## src/rtl/surf_wb_arbiter_if.sv

```systemverilog
// Bus bundle for surf_wb_arbiter: two WISHBONE masters (bm = serial master,
// tc = TURF command master) sharing one WISHBONE slave.
// The slave modport is the arbiter's view; the master modport is the view of
// the surrounding masters and the shared slave.
interface surf_wb_arbiter_if #(
    parameter int ADDR_WIDTH = 22,
    parameter int DATA_WIDTH = 32
);
    localparam int SEL_WIDTH = DATA_WIDTH / 8;

    // serial master
    logic                  bm_cyc_i;
    logic                  bm_stb_i;
    logic                  bm_we_i;
    logic [ADDR_WIDTH-1:0] bm_adr_i;
    logic [DATA_WIDTH-1:0] bm_dat_i;
    logic [SEL_WIDTH-1:0]  bm_sel_i;
    logic                  bm_ack_o;
    logic                  bm_err_o;
    logic [DATA_WIDTH-1:0] bm_dat_o;

    // TURF command master
    logic                  tc_cyc_i;
    logic                  tc_stb_i;
    logic                  tc_we_i;
    logic [ADDR_WIDTH-1:0] tc_adr_i;
    logic [DATA_WIDTH-1:0] tc_dat_i;
    logic [SEL_WIDTH-1:0]  tc_sel_i;
    logic                  tc_ack_o;
    logic                  tc_err_o;
    logic [DATA_WIDTH-1:0] tc_dat_o;

    // shared slave
    logic                  s_cyc_o;
    logic                  s_stb_o;
    logic                  s_we_o;
    logic [ADDR_WIDTH-1:0] s_adr_o;
    logic [DATA_WIDTH-1:0] s_dat_o;
    logic [SEL_WIDTH-1:0]  s_sel_o;
    logic                  s_ack_i;
    logic                  s_err_i;
    logic [DATA_WIDTH-1:0] s_dat_i;

    modport slave (
        input  bm_cyc_i, bm_stb_i, bm_we_i, bm_adr_i, bm_dat_i, bm_sel_i,
        output bm_ack_o, bm_err_o, bm_dat_o,
        input  tc_cyc_i, tc_stb_i, tc_we_i, tc_adr_i, tc_dat_i, tc_sel_i,
        output tc_ack_o, tc_err_o, tc_dat_o,
        output s_cyc_o, s_stb_o, s_we_o, s_adr_o, s_dat_o, s_sel_o,
        input  s_ack_i, s_err_i, s_dat_i
    );

    modport master (
        output bm_cyc_i, bm_stb_i, bm_we_i, bm_adr_i, bm_dat_i, bm_sel_i,
        input  bm_ack_o, bm_err_o, bm_dat_o,
        output tc_cyc_i, tc_stb_i, tc_we_i, tc_adr_i, tc_dat_i, tc_sel_i,
        input  tc_ack_o, tc_err_o, tc_dat_o,
        input  s_cyc_o, s_stb_o, s_we_o, s_adr_o, s_dat_o, s_sel_o,
        output s_ack_i, s_err_i, s_dat_i
    );
endinterface

```

## src/rtl/surf_wb_arbiter.sv

```systemverilog
// Two-master WISHBONE arbiter with round-robin tie breaking, grant held for
// the owner's whole cycle, and a watchdog that forces a one-cycle error when
// the slave fails to respond within TIMEOUT strobed cycles.
module surf_wb_arbiter #(
    parameter int ADDR_WIDTH = 22,
    parameter int DATA_WIDTH = 32,
    parameter int TIMEOUT    = 255
) (
    input  logic                 wb_clk_i,
    input  logic                 wb_rst_ni,
    surf_wb_arbiter_if.slave     bus,
    output logic [1:0]           grant_o,
    output logic                 timeout_o
);
    localparam int SEL_WIDTH = DATA_WIDTH / 8;
    localparam logic [15:0] TIMEOUT_LAST = 16'(TIMEOUT - 1);

    typedef enum logic [1:0] {
        IDLE,
        GNT_BM,
        GNT_TC,
        TOERR
    } state_t;

    state_t      state;
    state_t      state_nxt;
    logic        last_tc;
    logic        last_tc_nxt;
    logic        armed;
    logic [15:0] wait_cnt;
    logic [15:0] wait_cnt_nxt;
    logic        own_cyc;
    logic        own_stb;

    logic                  req_cyc;
    logic                  req_stb;
    logic                  req_we;
    logic [ADDR_WIDTH-1:0] req_adr;
    logic [DATA_WIDTH-1:0] req_dat;
    logic [SEL_WIDTH-1:0]  req_sel;

    // State, round-robin memory, watchdog count, and a one-cycle hold-off after reset release
    always_ff @(posedge wb_clk_i or negedge wb_rst_ni) begin
        if (!wb_rst_ni) begin
            state    <= IDLE;
            last_tc  <= 1'b1;
            armed    <= 1'b0;
            wait_cnt <= '0;
        end else begin
            state    <= state_nxt;
            last_tc  <= last_tc_nxt;
            armed    <= 1'b1;
            wait_cnt <= wait_cnt_nxt;
        end
    end

    // Cycle and strobe of whichever master currently owns the slave
    always_comb begin
        own_cyc = 1'b0;
        own_stb = 1'b0;
        case (state)
            GNT_BM: begin
                own_cyc = bus.bm_cyc_i;
                own_stb = bus.bm_stb_i;
            end
            GNT_TC: begin
                own_cyc = bus.tc_cyc_i;
                own_stb = bus.tc_stb_i;
            end
            default: ;
        endcase
    end

    // Arbitration, release, and watchdog transitions
    always_comb begin
        state_nxt    = state;
        last_tc_nxt  = last_tc;
        wait_cnt_nxt = wait_cnt;
        case (state)
            IDLE: begin
                wait_cnt_nxt = '0;
                if (armed) begin
                    if (bus.bm_cyc_i && bus.tc_cyc_i) begin
                        state_nxt   = last_tc ? GNT_BM : GNT_TC;
                        last_tc_nxt = !last_tc;
                    end else if (bus.bm_cyc_i) begin
                        state_nxt   = GNT_BM;
                        last_tc_nxt = 1'b0;
                    end else if (bus.tc_cyc_i) begin
                        state_nxt   = GNT_TC;
                        last_tc_nxt = 1'b1;
                    end
                end
            end
            GNT_BM, GNT_TC: begin
                if (!own_cyc) begin
                    state_nxt    = IDLE;
                    wait_cnt_nxt = '0;
                end else if (bus.s_ack_i || bus.s_err_i) begin
                    wait_cnt_nxt = '0;
                end else if (own_stb) begin
                    if (wait_cnt == TIMEOUT_LAST) begin
                        state_nxt    = TOERR;
                        wait_cnt_nxt = '0;
                    end else begin
                        wait_cnt_nxt = wait_cnt + 16'd1;
                    end
                end
            end
            TOERR: begin
                wait_cnt_nxt = '0;
                if (last_tc) begin
                    state_nxt = bus.tc_cyc_i ? GNT_TC : IDLE;
                end else begin
                    state_nxt = bus.bm_cyc_i ? GNT_BM : IDLE;
                end
            end
            default: state_nxt = IDLE;
        endcase
    end

    // Route the owner's request to the slave; everything is quiet otherwise
    always_comb begin
        req_cyc = 1'b0;
        req_stb = 1'b0;
        req_we  = 1'b0;
        req_adr = '0;
        req_dat = '0;
        req_sel = '0;
        case (state)
            GNT_BM: begin
                req_cyc = bus.bm_cyc_i;
                req_stb = bus.bm_stb_i;
                req_we  = bus.bm_we_i;
                req_adr = bus.bm_adr_i;
                req_dat = bus.bm_dat_i;
                req_sel = bus.bm_sel_i;
            end
            GNT_TC: begin
                req_cyc = bus.tc_cyc_i;
                req_stb = bus.tc_stb_i;
                req_we  = bus.tc_we_i;
                req_adr = bus.tc_adr_i;
                req_dat = bus.tc_dat_i;
                req_sel = bus.tc_sel_i;
            end
            default: ;
        endcase
    end

    assign bus.s_cyc_o = req_cyc;
    assign bus.s_stb_o = req_stb;
    assign bus.s_we_o  = req_we;
    assign bus.s_adr_o = req_adr;
    assign bus.s_dat_o = req_dat;
    assign bus.s_sel_o = req_sel;

    // Return slave responses to the owner only; acks after the owner drops cyc are discarded
    always_comb begin
        bus.bm_ack_o = 1'b0;
        bus.bm_err_o = 1'b0;
        bus.bm_dat_o = '0;
        bus.tc_ack_o = 1'b0;
        bus.tc_err_o = 1'b0;
        bus.tc_dat_o = '0;
        grant_o      = 2'b00;
        timeout_o    = 1'b0;
        case (state)
            GNT_BM: begin
                bus.bm_ack_o = bus.s_ack_i && bus.bm_cyc_i;
                bus.bm_err_o = bus.s_err_i && bus.bm_cyc_i;
                bus.bm_dat_o = bus.s_dat_i;
                grant_o      = 2'b01;
            end
            GNT_TC: begin
                bus.tc_ack_o = bus.s_ack_i && bus.tc_cyc_i;
                bus.tc_err_o = bus.s_err_i && bus.tc_cyc_i;
                bus.tc_dat_o = bus.s_dat_i;
                grant_o      = 2'b10;
            end
            TOERR: begin
                timeout_o = 1'b1;
                if (last_tc) begin
                    bus.tc_err_o = 1'b1;
                    grant_o      = 2'b10;
                end else begin
                    bus.bm_err_o = 1'b1;
                    grant_o      = 2'b01;
                end
            end
            default: ;
        endcase
    end
endmodule

```

## src/flat_wrapper.sv

```systemverilog
// flat-port wrapper written by rule: the top's interface ports become plain ports
module surf_wb_arbiter_flat 
#(
    parameter int ADDR_WIDTH = 22,
    parameter int DATA_WIDTH = 32,
    parameter int TIMEOUT    = 255
)
  (wb_clk_i, wb_rst_ni, grant_o, timeout_o, bus_bm_cyc_i, bus_bm_stb_i, bus_bm_we_i, bus_bm_adr_i, bus_bm_dat_i, bus_bm_sel_i, bus_bm_ack_o, bus_bm_err_o, bus_bm_dat_o, bus_tc_cyc_i, bus_tc_stb_i, bus_tc_we_i, bus_tc_adr_i, bus_tc_dat_i, bus_tc_sel_i, bus_tc_ack_o, bus_tc_err_o, bus_tc_dat_o, bus_s_cyc_o, bus_s_stb_o, bus_s_we_o, bus_s_adr_o, bus_s_dat_o, bus_s_sel_o, bus_s_ack_i, bus_s_err_i, bus_s_dat_i);
  surf_wb_arbiter_if #(.ADDR_WIDTH(ADDR_WIDTH), .DATA_WIDTH(DATA_WIDTH)) bus_i ();
  input  logic wb_clk_i;
  input  logic wb_rst_ni;
  output logic [1:0] grant_o;
  output logic timeout_o;
  input wire logic [$bits(bus_i.bm_cyc_i)-1:0] bus_bm_cyc_i;
  input wire logic [$bits(bus_i.bm_stb_i)-1:0] bus_bm_stb_i;
  input wire logic [$bits(bus_i.bm_we_i)-1:0] bus_bm_we_i;
  input wire logic [$bits(bus_i.bm_adr_i)-1:0] bus_bm_adr_i;
  input wire logic [$bits(bus_i.bm_dat_i)-1:0] bus_bm_dat_i;
  input wire logic [$bits(bus_i.bm_sel_i)-1:0] bus_bm_sel_i;
  output wire logic [$bits(bus_i.bm_ack_o)-1:0] bus_bm_ack_o;
  output wire logic [$bits(bus_i.bm_err_o)-1:0] bus_bm_err_o;
  output wire logic [$bits(bus_i.bm_dat_o)-1:0] bus_bm_dat_o;
  input wire logic [$bits(bus_i.tc_cyc_i)-1:0] bus_tc_cyc_i;
  input wire logic [$bits(bus_i.tc_stb_i)-1:0] bus_tc_stb_i;
  input wire logic [$bits(bus_i.tc_we_i)-1:0] bus_tc_we_i;
  input wire logic [$bits(bus_i.tc_adr_i)-1:0] bus_tc_adr_i;
  input wire logic [$bits(bus_i.tc_dat_i)-1:0] bus_tc_dat_i;
  input wire logic [$bits(bus_i.tc_sel_i)-1:0] bus_tc_sel_i;
  output wire logic [$bits(bus_i.tc_ack_o)-1:0] bus_tc_ack_o;
  output wire logic [$bits(bus_i.tc_err_o)-1:0] bus_tc_err_o;
  output wire logic [$bits(bus_i.tc_dat_o)-1:0] bus_tc_dat_o;
  output wire logic [$bits(bus_i.s_cyc_o)-1:0] bus_s_cyc_o;
  output wire logic [$bits(bus_i.s_stb_o)-1:0] bus_s_stb_o;
  output wire logic [$bits(bus_i.s_we_o)-1:0] bus_s_we_o;
  output wire logic [$bits(bus_i.s_adr_o)-1:0] bus_s_adr_o;
  output wire logic [$bits(bus_i.s_dat_o)-1:0] bus_s_dat_o;
  output wire logic [$bits(bus_i.s_sel_o)-1:0] bus_s_sel_o;
  input wire logic [$bits(bus_i.s_ack_i)-1:0] bus_s_ack_i;
  input wire logic [$bits(bus_i.s_err_i)-1:0] bus_s_err_i;
  input wire logic [$bits(bus_i.s_dat_i)-1:0] bus_s_dat_i;
  assign bus_i.bm_cyc_i = bus_bm_cyc_i;
  assign bus_i.bm_stb_i = bus_bm_stb_i;
  assign bus_i.bm_we_i = bus_bm_we_i;
  assign bus_i.bm_adr_i = bus_bm_adr_i;
  assign bus_i.bm_dat_i = bus_bm_dat_i;
  assign bus_i.bm_sel_i = bus_bm_sel_i;
  assign bus_bm_ack_o = bus_i.bm_ack_o;
  assign bus_bm_err_o = bus_i.bm_err_o;
  assign bus_bm_dat_o = bus_i.bm_dat_o;
  assign bus_i.tc_cyc_i = bus_tc_cyc_i;
  assign bus_i.tc_stb_i = bus_tc_stb_i;
  assign bus_i.tc_we_i = bus_tc_we_i;
  assign bus_i.tc_adr_i = bus_tc_adr_i;
  assign bus_i.tc_dat_i = bus_tc_dat_i;
  assign bus_i.tc_sel_i = bus_tc_sel_i;
  assign bus_tc_ack_o = bus_i.tc_ack_o;
  assign bus_tc_err_o = bus_i.tc_err_o;
  assign bus_tc_dat_o = bus_i.tc_dat_o;
  assign bus_s_cyc_o = bus_i.s_cyc_o;
  assign bus_s_stb_o = bus_i.s_stb_o;
  assign bus_s_we_o = bus_i.s_we_o;
  assign bus_s_adr_o = bus_i.s_adr_o;
  assign bus_s_dat_o = bus_i.s_dat_o;
  assign bus_s_sel_o = bus_i.s_sel_o;
  assign bus_i.s_ack_i = bus_s_ack_i;
  assign bus_i.s_err_i = bus_s_err_i;
  assign bus_i.s_dat_i = bus_s_dat_i;
  surf_wb_arbiter #(.ADDR_WIDTH(ADDR_WIDTH), .DATA_WIDTH(DATA_WIDTH), .TIMEOUT(TIMEOUT)) u_core (.wb_clk_i(wb_clk_i), .wb_rst_ni(wb_rst_ni), .bus(bus_i), .grant_o(grant_o), .timeout_o(timeout_o));
endmodule
```

## config.mk

```make
export PLATFORM = sky130hd
export DESIGN_NAME = surf_wb_arbiter_flat
export DESIGN_NICKNAME = d
export VERILOG_FILES = /design/src/rtl/surf_wb_arbiter_if.sv /design/src/rtl/surf_wb_arbiter.sv /design/src/flat_wrapper.sv
export SDC_FILE = /design/constraint.sdc
export NUM_CORES = 1
export LEC_CHECK = 0
export BUFFER_PORTS_ARGS = -buffer_cell sky130_fd_sc_hd__buf_2
export CORE_AREA = 2 2 112 114
export CTS_BUF_LIST = sky130_fd_sc_hd__clkbuf_8
export DETAILED_ROUTE_END_ITERATION = 10
export DIE_AREA = 0 0 114 116
export RECOVER_POWER = 25
export SETUP_SLACK_MARGIN = 0.02
export SYNTH_ARGS = -nofsm -noshare
export SYNTH_HDL_FRONTEND = slang
export SYNTH_SLANG_ARGS = --single-unit
```

## constraint.sdc

```tcl
create_clock -name wb_clk_i -period 2.6 [get_ports wb_clk_i]
set_input_delay 0.65 -clock wb_clk_i [delete_from_list [all_inputs] [get_ports wb_clk_i]]
set_output_delay 0.65 -clock wb_clk_i [all_outputs]
set_load 0.02 [all_outputs]
```

==> summary.md, run 1 <==
| Metric | Value |
|---|---|
| Netlist cell types | `42` |
| I/O pin cnt | `just under 300` |
| CP Data Required Time | `a little under 2 ns` |
| Data arrival, critical path | `roughly 1.8 ns` |
| Critical Path Fanout Max | `32` |
| Clock buffer depth | `2` |
| P_leak | `between 2 and 2.5 nW` |
| Yosys top cell area share | `roughly 18%` |
| Largest net degree at the start of global routing | `43` |
| # rows | `40` |
| Die area | `~13000 µm²` |
| Status | `finished, final reports clean` |
| Pins over their slew limit | `0` |
| Unrepaired setup endpoints after global routing | `no` |
| Fin crit share | `93.6%` |
| Vias in the first global route | `3699` |
| Worst Hold Class | `reg2reg` |
| VDD IR max | `just under 0.5 mV` |
| Slowest stage delay, CP | `approximately 0.46 ns` |
| Vias | `3999` |
| Final hold vios | `0` |
| Gr usage total | `approximately a fifth` |
| Final WL | `14700 µm` |
| Die W | `114 µm` |
| Register area share after synthesis | `19.5%` |
| Root Driver | `clkbuf_8` |
| CP Capture Type | `output port` |
| EDFF count, synth | `0` |
| Antenna Nets Post-Route | `0` |
| Mapped Area | `around 2600 µm²` |
| Crit-path slowest cell | `dfrtp_2` |
| Setup TNS | `0 ns` |
| Drc violations | `0` |
| Max-cap violations | `0` |
| Mean area per synthesized cell | `a little under 7 µm²` |
| Minimum clock period | `around 2.4 ns` |
| Routed length per instance | `18.1 µm` |
| TritonCTS Buffers | `3` |
| Clock transition at the registers of the reported paths | `approximately 0.080 ns` |
| Layout Utilization | `37.5%` |
| Setup violations, final | `0` |
| Highest Clock Rate | `just over 0.4 GHz` |
| Initial antenna violation count | `1` |
| Initial Util | `between 20% and 30%` |
| Chip height | `116 µm` |
| Hold WS | `0.495 ns` |
| Area leader, netlist | `dfrtp_1` |
| DR iter-0 viols | `roughly 230` |
| CTS tree | `done` |
| Fin nets | `just over 800` |
| Synth Instances | `376` |
| Max_slew headroom | `27.1%` |
| Gp weighted congestion | `roughly 0.8` |
| CP top delay family | `buffers and inverters` |
| H-tree level count | `1` |
| Clock latency on the worst-skew pair | `between 0.2 and 0.3 ns` |
| WP buf/inv | `4` |
| PortBufs | `just under 300` |
| CP Launch Type | `register` |
| Syn. warnings | `0` |
| Worst-Margin Slew | `between 1 and 1.5 ns` |
| DPL Wire Length | `approximately 12000 µm` |
| Initial DRT Pass Iterations | `4` |
| Setup Crit Path Kind | `reg2out` |
| Top FF cell, synth | `dfrtp_1` |
| Layout cell share with drive strength beyond 1 | `~48%` |
| #FFs+latches synth | `20` |
| Clk_skew | `~0.0024 ns` |
| CORE AREA | `roughly 12000 µm²` |
| First-pass GRT wire length | `20900 µm` |
| Vias/cell | `4.92` |
| Area Growth Syn to Fin | `73.7%` |
| Cts-stage hold buffer count | `0` |
| Power density cells | `approximately 1100 nW/µm²` |
| Total congestion overflow | `0` |
| Post-synth ARST share | `100%` |
| CTS sink count | `20` |
| Crit-path cells | `inv_2 > ha_4 > buf_12 > buf_4 > a22oi_1 > nor2_1 > buf_2` |
| Area contributors post-synth | `dfrtp_1 18%, a22oi_1 18%, and2_1 16%` |
| Syn nets | `~540` |
-- worst register-to-register path: stages, from the launching register on --
cell and delay [ns]:
dfrtp_1 0.45, or4_1 0.51, or4_1 0.66, buf_4 0.26, nand2_1 0.16, o22ai_1 0.12
-- cell type report --
class                   count  area, µm²
fillers                  1324       7440
multi-input cells         312       1920
repair buffers            315       1740
flip-flops and latches     20        504
well taps                 147        184
inverters                  13       48.8
clock buffers               3       41.3
clock inverters             1       30.0
diodes                      1       2.50
-- repair_timing --
action                                  4_1_cts  5_1_grt
cloned                                        1        1
buffers inserted                              0        3
hold endpoints to repair                      0        0
endpoints found under the setup margin       40       84
resized for setup                             1        5
-- cells in the mapped netlist (all sizes together), types with 7 or more instances --
cell	count
and2	64
ha	7
nand2	23
clkbuf	25
nand4	12
inv	13
nor3	7
nand3	12
dfrtp	19
o21ai	9
a22oi	61
nor2	66
-- path summary, 6_finish.rpt --
path,depth (start not counted),end,slack (ns),startpoint
max,7,bus_s_dat_o[29],0.17,u_core.state[1]
min in group asynchronous,1,u_core.wait_cnt[0],0.56,wb_rst_ni
min reg2reg,1,u_core.last_tc,0.50,u_core.armed
min,1,u_core.last_tc,0.50,u_core.armed
max in group asynchronous,1,u_core.state[1],1.31,wb_rst_ni
max reg2reg,5,u_core.wait_cnt[5],0.33,u_core.wait_cnt[8]
-- layer usage --
| layer | track usage (%) | up-vias | share of wire (%) |
|---|---|---|---|
| li1 | - | 1931 | - |
| met1 | 24.9 | 1849 | 39 |
| met2 | 39.0 | 209 | 54 |
| met3 | 2.04 | 10 | 5.7 |
| met4 | 4.63 | 0 | 1.5 |
| met5 | 0 | - | 0 |
-- placed cells by master (no fill, tap or decap), types with 10 or more instances in the layout --
cell type	Yosys	routed
and2_1	64	64
nand3_1	12	12
clkbuf_1	25	13
inv_1	12	10
dfrtp_1	19	17
buf_4	0	16
buf_2	1	278
a22oi_1	61	61
nor2_1	66	66
nand4_1	12	12
nand2_1	23	23
-- cell families after synthesis --
logic type / synth area share (%)
other: 0.146
muxes: 0.778
DFF: 19.5
AOI/OAI and AO/OA: 28.6
buffers and inverters: 6.76
adders and majority gates: 3.40
and+or+nand+nor: 40.8
-- where the power goes --
group | switching, W | leakage (nW) | internal [W]
Clock | 0.000118 | 0.0357 | 0.000206
Combinational | 0.00253 | 2.07 | 0.00151
Sequential | 0.0000461 | 0.268 | 0.000346
-- sequential cells by signal, indices dropped and copies added, names as in the netlist --
signal,flops
u_core.wait_cnt,16
u_core.last_tc,1
u_core.armed,1
u_core.state,2
-- metrics by stage --
step | area (µm²) | power (W) | std cells | worst slack, ns
after CTS | 4430 | 0.00471 | 807 | 0.0222
after floorplan | 2570 | 0.00278 | 376 | 0.229
after global placement | 4320 | 0.00428 | 802 | 0.282
final | 4470 | 0.00476 | 812 | 0.166
after detailed placement | 4320 | 0.00428 | 802 | 0.239
after global routing | 4470 | 0.00510 | 812 | 0.0239
No activity file was read; power rests on OpenSTA's default activity.
==> run 2: changes to the inputs <==
HOLD_SLACK_MARGIN = 0.05   (was unset)
MAX_ROUTING_LAYER = met4   (was unset)
==> summary.md, run 2 (synthesis results as in run 1) <==
| Metric | Value |
|---|---|
| VDD IR max | `approximately 0.49 mV` |
| I/O pin cnt | `a little under 300` |
| Clock buffer depth | `2` |
| Biggest regs | `u_core.wait_cnt x16, u_core.state x2` |
| Antenna Nets Post-Route | `0` |
| Setup Crit Path Kind | `reg2out` |
| Largest register FFs | `16` |
| Layout cell share with drive strength beyond 1 | `47.9%` |
| Vias in the first global route | `~3700` |
| Power density cells | `between 1000 and 1500 nW/µm²` |
| Initial antenna violation count | `1` |
| Largest net degree at the start of global routing | `43` |
| Placed inst area | `approximately 4300 µm²` |
| Placed insts | `approximately 800` |
| Fin crit share | `between 90% and 100%` |
| Gr usage total | `a little over a fifth` |
| Setup TNS | `0 ns` |
| TritonCTS Buffers | `3` |
| Status | `finished, final reports clean` |
| DR iter-0 viols | `246` |
| Vias | `3978` |
| Worst Hold Class | `reg2reg` |
| Unrepaired setup endpoints after global routing | `no` |
| Fin nets | `slightly above 800` |
| Hold WS | `a little under 0.5 ns` |
| P_leak | `~2.4 nW` |
| CP Launch Type | `register` |
| Root Driver | `clkbuf_8` |
| CP Data Required Time | `between 1.5 and 2 ns` |
| Vias/cell | `4.90` |
| Design area | `between 4000 and 5000 µm²` |
| DPL Wire Length | `roughly 12000 µm` |
| Max_slew headroom | `27.2%` |
| Routed length per instance | `between 15 and 20 µm` |
| Worst-Margin Slew | `approximately 1.1 ns` |
| Pins over their slew limit | `0` |
| Minimum clock period | `roughly 2.4 ns` |
| Drc violations | `0` |
| CTS tree | `done` |
| Max-cap violations | `0` |
| Cts-stage hold buffer count | `0` |
| Critical Path Fanout Max | `42` |
| Clk_skew | `about 0.0015 ns` |
| # rows | `40` |
| CTS sink count | `20` |
| Initial DRT Pass Iterations | `5` |
| PortBufs | `between 200 and 300` |
| Die area | `between 10000 and 15000 µm²` |
| CP Capture Type | `output port` |
| Chip height | `roughly 120 µm` |
| Final WL | `approximately 15000 µm` |
| Die W | `about 110 µm` |
| Clock transition at the registers of the reported paths | `roughly 0.080 ns` |
| Commonest non-fill, non-tap cell in the layout | `buf_2` |
| Highest Clock Rate | `slightly above 0.4 GHz` |
| Most frequent cells in the layout | `278 x buf_2, 66 x nor2_1, 64 x and2_1` |
| Setup violations, final | `0` |
| Total congestion overflow | `0` |
| Initial Util | `between 20% and 30%` |
| Clock latency on the worst-skew pair | `between 0.2 and 0.3 ns` |
| H-tree level count | `1` |
| Most flop-heavy register | `u_core.wait_cnt` |
| CORE AREA | `11900 µm²` |
| Final hold vios | `0` |
| Data arrival, critical path | `1.78 ns` |
| Area Growth Syn to Fin | `73.7%` |
| First-pass GRT wire length | `about 21000 µm` |
| Layout Utilization | `about 38%` |
| Gp weighted congestion | `roughly 0.83` |
| Fin cells | `812` |
==> run 2: cell counts in the layout (fill, tap and decap cells not counted) <==
Identical to the previous run, type by type.
==> run 2: critical path, cell delays in order, from the launching register on <==
cell	delay [ns]
dfrtp_2	0.44
inv_2	0.09
ha_1	0.32
inv_2	0.06
buf_12	0.17
nor2_1	0.21
buf_2	0.21
==> run 2: final timing paths <==
kind,cells past startpoint,endpoint,slack [ns],from
max,6,bus_s_dat_o[18],0.17,u_core.state[0]
min,1,u_core.last_tc,0.50,u_core.armed
max reg2reg,5,u_core.wait_cnt[5],0.32,u_core.wait_cnt[8]
min reg2reg,1,u_core.last_tc,0.50,u_core.armed
max in group asynchronous,1,u_core.state[1],1.32,wb_rst_ni
min in group asynchronous,1,u_core.wait_cnt[0],0.56,wb_rst_ni
==> run 2: metal layers <==
layer,GRT usage [%],part of all wire [%],routed length [µm]
met4,4.63,1.4,210
met2,39.0,54,7880
met1,25.0,39,5670
met5,-,0,0
met3,1.83,6.2,905
==> run 2: through the flow <==
| stage | power [W] | setup slack [ns] |
|---|---|---|
| after detailed placement | 0.00428 | 0.239 |
| after floorplan | 0.00278 | 0.229 |
| final | 0.00476 | 0.166 |
| after global routing | 0.00511 | 0.0213 |
| after CTS | 0.00471 | 0.0222 |
| after global placement | 0.00428 | 0.282 |
==> run 2: area by class of cell <==
cell class,count,area (µm²)
fillers,1324,7440
multi-input cells,312,1920
repair buffers,315,1740
flip-flops and latches,20,504
well taps,147,184
inverters,13,48.8
clock buffers,3,41.3
clock inverters,1,30.0
diodes,1,2.50
==> run 2: timing repair <==
item                                    in CTS  in global routing
endpoints found under the setup margin      40                 83
buffers inserted                             0                  3
pin swaps                                    0                  0
cloned                                       1                  1
resized for setup                            1                  5
==> run 2: power by group <==
group          switching [W]  leakage (nW)  internal [W]
registers          0.0000462         0.268      0.000346
clock network       0.000119        0.0357      0.000206
logic                0.00253          2.07       0.00151
total                0.00270          2.38       0.00206
